**src/rtl/instr_fetch_unit.sv**
```systemverilog
// Instruction fetch unit: owns the PC, fetches one word per req/ack handshake
// and holds it for decode until instr_ready, then resolves PC+4 or BEQ target.
module instr_fetch_unit #(
  parameter int                ADDR_W   = 32,
  parameter logic [ADDR_W-1:0] RESET_PC = '0
) (
  input  logic              clk,
  input  logic              reset,
  output logic              imem_req,
  output logic [ADDR_W-1:0] imem_addr,
  input  logic              imem_ack,
  input  logic [31:0]       imem_rdata,
  output logic [31:0]       instr,
  output logic              instr_valid,
  input  logic              instr_ready,
  input  logic              npc_sel,
  input  logic              alu_zero,
  output logic [ADDR_W-1:0] pc,
  output logic [31:0]       fetch_count
);

  typedef enum logic [1:0] {
    IDLE = 2'd0,
    REQ  = 2'd1,
    HOLD = 2'd2
  } stateT;

  localparam logic [ADDR_W-1:0] WORD_BYTES = ADDR_W'(4);

  stateT             state;
  stateT             nextState;
  logic [ADDR_W-1:0] pcQ;
  logic [ADDR_W-1:0] pcNext;
  logic [ADDR_W-1:0] branchOffset;
  logic              acceptWord;
  logic              retire;
  logic              taken;

  always_ff @(posedge clk or posedge reset) begin
    if (reset) begin
      state <= IDLE;
    end else begin
      state <= nextState;
    end
  end

  always_comb begin
    nextState = state;
    case (state)
      IDLE:    nextState = REQ;
      REQ:     if (imem_ack) nextState = HOLD;
      HOLD:    if (instr_ready) nextState = REQ;
      default: nextState = IDLE;
    endcase
  end

  // Request and address are decoded straight from state so a zero-wait
  // memory can ack in the very cycle the request first rises.
  always_comb begin
    imem_req   = (state == REQ);
    imem_addr  = pcQ;
    acceptWord = (state == REQ) && imem_ack;
    retire     = (state == HOLD) && instr_ready;
  end

  // Branch offset is the word offset of the held instruction, sign-extended.
  always_comb begin
    taken        = npc_sel & alu_zero;
    branchOffset = {{(ADDR_W-18){instr[15]}}, instr[15:0], 2'b00};
    pcNext       = taken ? (pcQ + WORD_BYTES + branchOffset) : (pcQ + WORD_BYTES);
  end

  always_ff @(posedge clk or posedge reset) begin
    if (reset) begin
      pcQ         <= RESET_PC;
      instr       <= '0;
      instr_valid <= 1'b0;
      fetch_count <= '0;
    end else begin
      if (acceptWord) begin
        instr       <= imem_rdata;
        instr_valid <= 1'b1;
      end
      if (retire) begin
        pcQ         <= pcNext;
        instr_valid <= 1'b0;
        fetch_count <= fetch_count + 32'd1;
      end
    end
  end

  assign pc = pcQ;

endmodule
```
**config.mk**
```make
export PLATFORM = sky130hd
export DESIGN_NAME = instr_fetch_unit
export DESIGN_NICKNAME = d
export VERILOG_FILES = /design/src/rtl/instr_fetch_unit.sv
export SDC_FILE = /design/constraint.sdc
export NUM_CORES = 1
export LEC_CHECK = 0
export ABC_AREA = 1
export BUFFER_PORTS_ARGS = -buffer_cell sky130_fd_sc_hd__buf_2
export CORE_MARGIN = 3
export CORE_UTILIZATION = 33
export CTS_BUF_LIST = sky130_fd_sc_hd__clkbuf_8
export CTS_CLUSTER_DIAMETER = 150
export DETAILED_ROUTE_END_ITERATION = 8
export GPL_TIMING_DRIVEN = 1
export SETUP_SLACK_MARGIN = 0.4
export SYNTH_ARGS = -nofsm -noshare
export SYNTH_HDL_FRONTEND = slang
export SYNTH_SLANG_ARGS = --single-unit
```
**constraint.sdc**
```tcl
create_clock -name clk -period 3.4 [get_ports clk]
set_input_delay 0 -clock clk [delete_from_list [all_inputs] [get_ports clk]]
set_output_delay 0 -clock clk [all_outputs]
set_load 0.02 [all_outputs]
```
==> reports/metrics.csv <==
stage,metric,value,unit
status,status,completed,
detailed_routing,vias_per_cell,4.80,
worst_setup_path,cp_cell_sequence,inv_4 -> nor2_2 -> nand2_2 -> nor2_4 -> buf_6 -> xor2_2 -> inv_2 -> ha_4 -> nand2_2 -> inv_1 -> nand2_1 -> nand2_1 -> a21oi_2 -> xor2_1 -> nand2_1 -> o211ai_1 -> nand2_1,
detailed_routing,vias,7977,
power_and_ir_drop,p_per_area,997,mW/mm^2
worst_setup_path,path_depth,17,
sta,finalHoldViolCount,0,
worst_setup_path,critPathMaxStageDelay,530,ps
layout,drive_gt1_share,30.6,%
global_route,first_global_vias,7506,
die,core_area,0.0228,mm^2
sta,drv_slew,0,
cts,cts_buffers,9,
worst_setup_path,slowest_stage,dfrtp_2,
yosys,ys_ff_latch,97,
worst_setup_path,regToRegStartpoint,imem_addr[2],
detailed_routing,drc,0,
die,io_pins,168,
layout,final_cell_mix,"nand2_1 (361), inv_1 (164), buf_2 (163), dfrtp_1 (79), nand3_1 (72)",
global_route,grt_max_degree,55,
yosys,ys.warnings.count,0,
power_and_ir_drop,power.total,10.2,mW
global_route,track_usage,19.4,%
power_and_ir_drop,peakVddDrop,0.577,mV
placement,hpwl,19400,um
worst_setup_path,setup.worst_path.start,imem_addr[2],
placement,placed_area,0.00875,mm^2
cts,cts_tree,yes,
worst_setup_path,path_buf_inv,4,
yosys,synthAdderAreaFrac,6.41,%
detailed_routing,drt-total-wl,25700,um
global_route,grt_pass1_wl,39800,um
layout,final_cell_area,0.0103,mm^2
detailed_routing,drtIter0Drc,584,
yosys,synthMuxAreaShare,4.52,%
sta,final-setup-viol-count,0,
detailed_routing,ant_nets,0,
worst_setup_path,r2r_end,imem_addr[10],
worst_setup_path,criticalPathCategory,flop to flop,
worst_setup_path,reg2reg_depth,17,
yosys,yosysSeqAreaShare,31.4,%
sta,relSlewSlack,51.5,%
yosys,avgSynthCellArea,6.82,um^2
layout,n_fill_cell,2379,
cts,worst_skew_pair.late_latency,400,ps
worst_setup_path,arrival,3180,ps
sta,min_period,2900,ps
worst_setup_path,cp_top_family,simple AND/OR/NAND/NOR gates,
cts,clk_pin_slew,100,ps
hold_path,hold_path.class,input port to async pin,
sta,holdWs,247,ps
sta,rsz0062_at_grt,true,
global_route,antenna_found_initial,0,
layout,final_common_cell,nand2_1,
layout,syn_to_final_growth,33.0,%
cts,clock_path_buffers,2,
worst_setup_path,worstPathRequired,3690,ps
die,start_util,33.8,%
worst_setup_path,cpMostUsedCell,nand2_1,
die,fp.dieH,159,um
worst_setup_path,critPathLaunchType,flop,
die,die_area,0.0253,mm^2
worst_setup_path,r2r_slack,500,ps
worst_setup_path,endpoint_kind,flop,
global_route,overflow,0,
detailed_routing,first_pass_iters,5,
yosys,synth_compound_area_share,5.55,%
layout,antenna-diode-count,0,
yosys,synthCells,1133,
die,die_w,159,um
sta,post-route-period-util,85.2,%
layout,post-route-util,45.0,%
detailed_routing,wl_per_cell,15.5,um
power_and_ir_drop,p_leak,5.42,nW
cts,root_buffer,clkbuf_8,
worst_setup_path,crit_end,imem_addr[10],
sta,worstMarginPinSlew,727,ps
sta,setup_tns,0,ps
layout,finalNetCount,1421,
die,num_rows,55,
cts,cts_num_sinks,97,
sta,max_clock_freq,345,MHz
yosys,synth-xor-area-share,5.55,%
cts,htree_levels,3,
placement,io_buffers,163,
placement,gp_congestion,0.971,
flow_run,drv_cap,0,
worst_setup_path,critPathMaxFanout,6,
sta,skew,18.3,ps
yosys,synth_simple_gate_area_share,34.2,%
yosys,syn-cell-area,0.00773,mm^2
yosys,synth_cell_types,41,
yosys,synth_top_family_by_area,simple AND/OR/NAND/NOR gates,
## worst register-to-register path, stage by stage (launching register included)
cell	delay, ps
dfrtp_2	530
inv_4	90
nor2_2	140
nand2_2	120
nor2_4	200
buf_6	140
xor2_2	150
inv_2	80
ha_4	250
nand2_2	110
inv_1	50
nand2_1	100
nand2_1	90
a21oi_2	170
xor2_1	320
nand2_1	90
o211ai_1	110
nand2_1	70
## cells in the mapped netlist
cell      instances  area share, %
o21ai_0          21            1.4
buf_2             4           0.26
nand3_1          82            5.3
nand3_4           1           0.23
o21a_1            4           0.39
clkbuf_1          8           0.39
o211ai_1          3           0.29
fa_1              1           0.26
nor2_2            5           0.40
xor2_1           35            4.0
o22ai_1           1          0.081
buf_4            34            3.3
nor2_4            1           0.15
a21o_1            1          0.097
inv_2             2          0.097
a21boi_0          5           0.49
nand3b_1          5           0.49
nand2_2           3           0.24
xnor2_1          14            1.6
ha_1             38            6.2
o21bai_1          5           0.49
nor2_1           96            4.7
nor3_2            3           0.39
nand4_1          15            1.2
nor3_1           13           0.84
mux2_2           31            4.5
and2_1            5           0.40
nand2_1         383             19
dfrtp_1          97             31
buf_1             3           0.15
conb_1            1          0.049
nor4_1            3           0.24
inv_1           168            8.2
or2_1             1          0.081
and3_1            2           0.16
a21boi_1          7           0.68
nor4_4            1           0.28
nor3b_1           1          0.097
or2_2             3           0.24
nand2_4           1           0.15
a21oi_1          26            1.7
## logic make-up (layout without fill, tap and decap cells)
group | after synthesis | after routing
muxes | 31 | 31
buffers and inverters | 219 | 431
xor gates and xnor gates | 49 | 49
AOI/OAI and AO/OA | 73 | 73
DFF | 97 | 97
adders and majority gates | 39 | 39
and+or+nand+nor | 624 | 624
other | 1 | 4
## where the power goes
group / switching (mW) / internal [mW]
logic: 4.65 / 2.70
clock network: 0.472 / 0.347
registers: 0.499 / 1.57
total: 5.63 / 4.62
## cell type report
cell class              count  area (um^2)  share of cell area (%)
multi-input cells         820         5060                    49.3
inverters                 170          643                    6.26
clock inverters             6         73.8                   0.718
well taps                 313          392                    3.81
repair buffers            246         1530                    14.9
flip-flops and latches     97         2450                    23.8
clock buffers               9          124                    1.21
## registers in the layout (all words and copies together), names as in the netlist
name and count:
instr_valid 1, fetch_count 32, state 2, instr 32, imem_addr 30
## stage by stage
step / instances / setup slack [ps]
floorplan: 1136 / 777
global placement: 1579 / -108
detailed placement: 1579 / -95.1
CTS: 1633 / 362
global route: 1661 / 352
finish: 1661 / 503
## worst min-delay path by stage
stage | start | endpoint | slack, ps | cells past startpoint
floorplan | imem_ack | state[0] | 110 | 1
global placement | reset | fetch_count[28] | 160 | 2
detailed placement | reset | instr[19] | 160 | 2
CTS | alu_zero | imem_addr[17] | 250 | 7
global route | reset | instr[19] | 300 | 3
finish | reset | fetch_count[28] | 250 | 3
## routing by layer
layer | vias to the layer above | GRT usage, % | wire [um]
met5 | - | 0 | 0
met4 | 0 | 6.05 | 680
met3 | 41 | 4.06 | 1970
met2 | 312 | 31.1 | 11700
met1 | 3706 | 26.2 | 11400
li1 | 3918 | - | -
## what timing repair did
item / in CTS / in global routing
pin swaps: 0 / 29
hold buffers: 36 / 0
setup endpoints to repair: 22 / 22
setup buffers: 3 / 28
endpoints found under the hold margin: 86 / 0
gates resized for setup: 30 / 145
(Power assumes the default switching activity.)
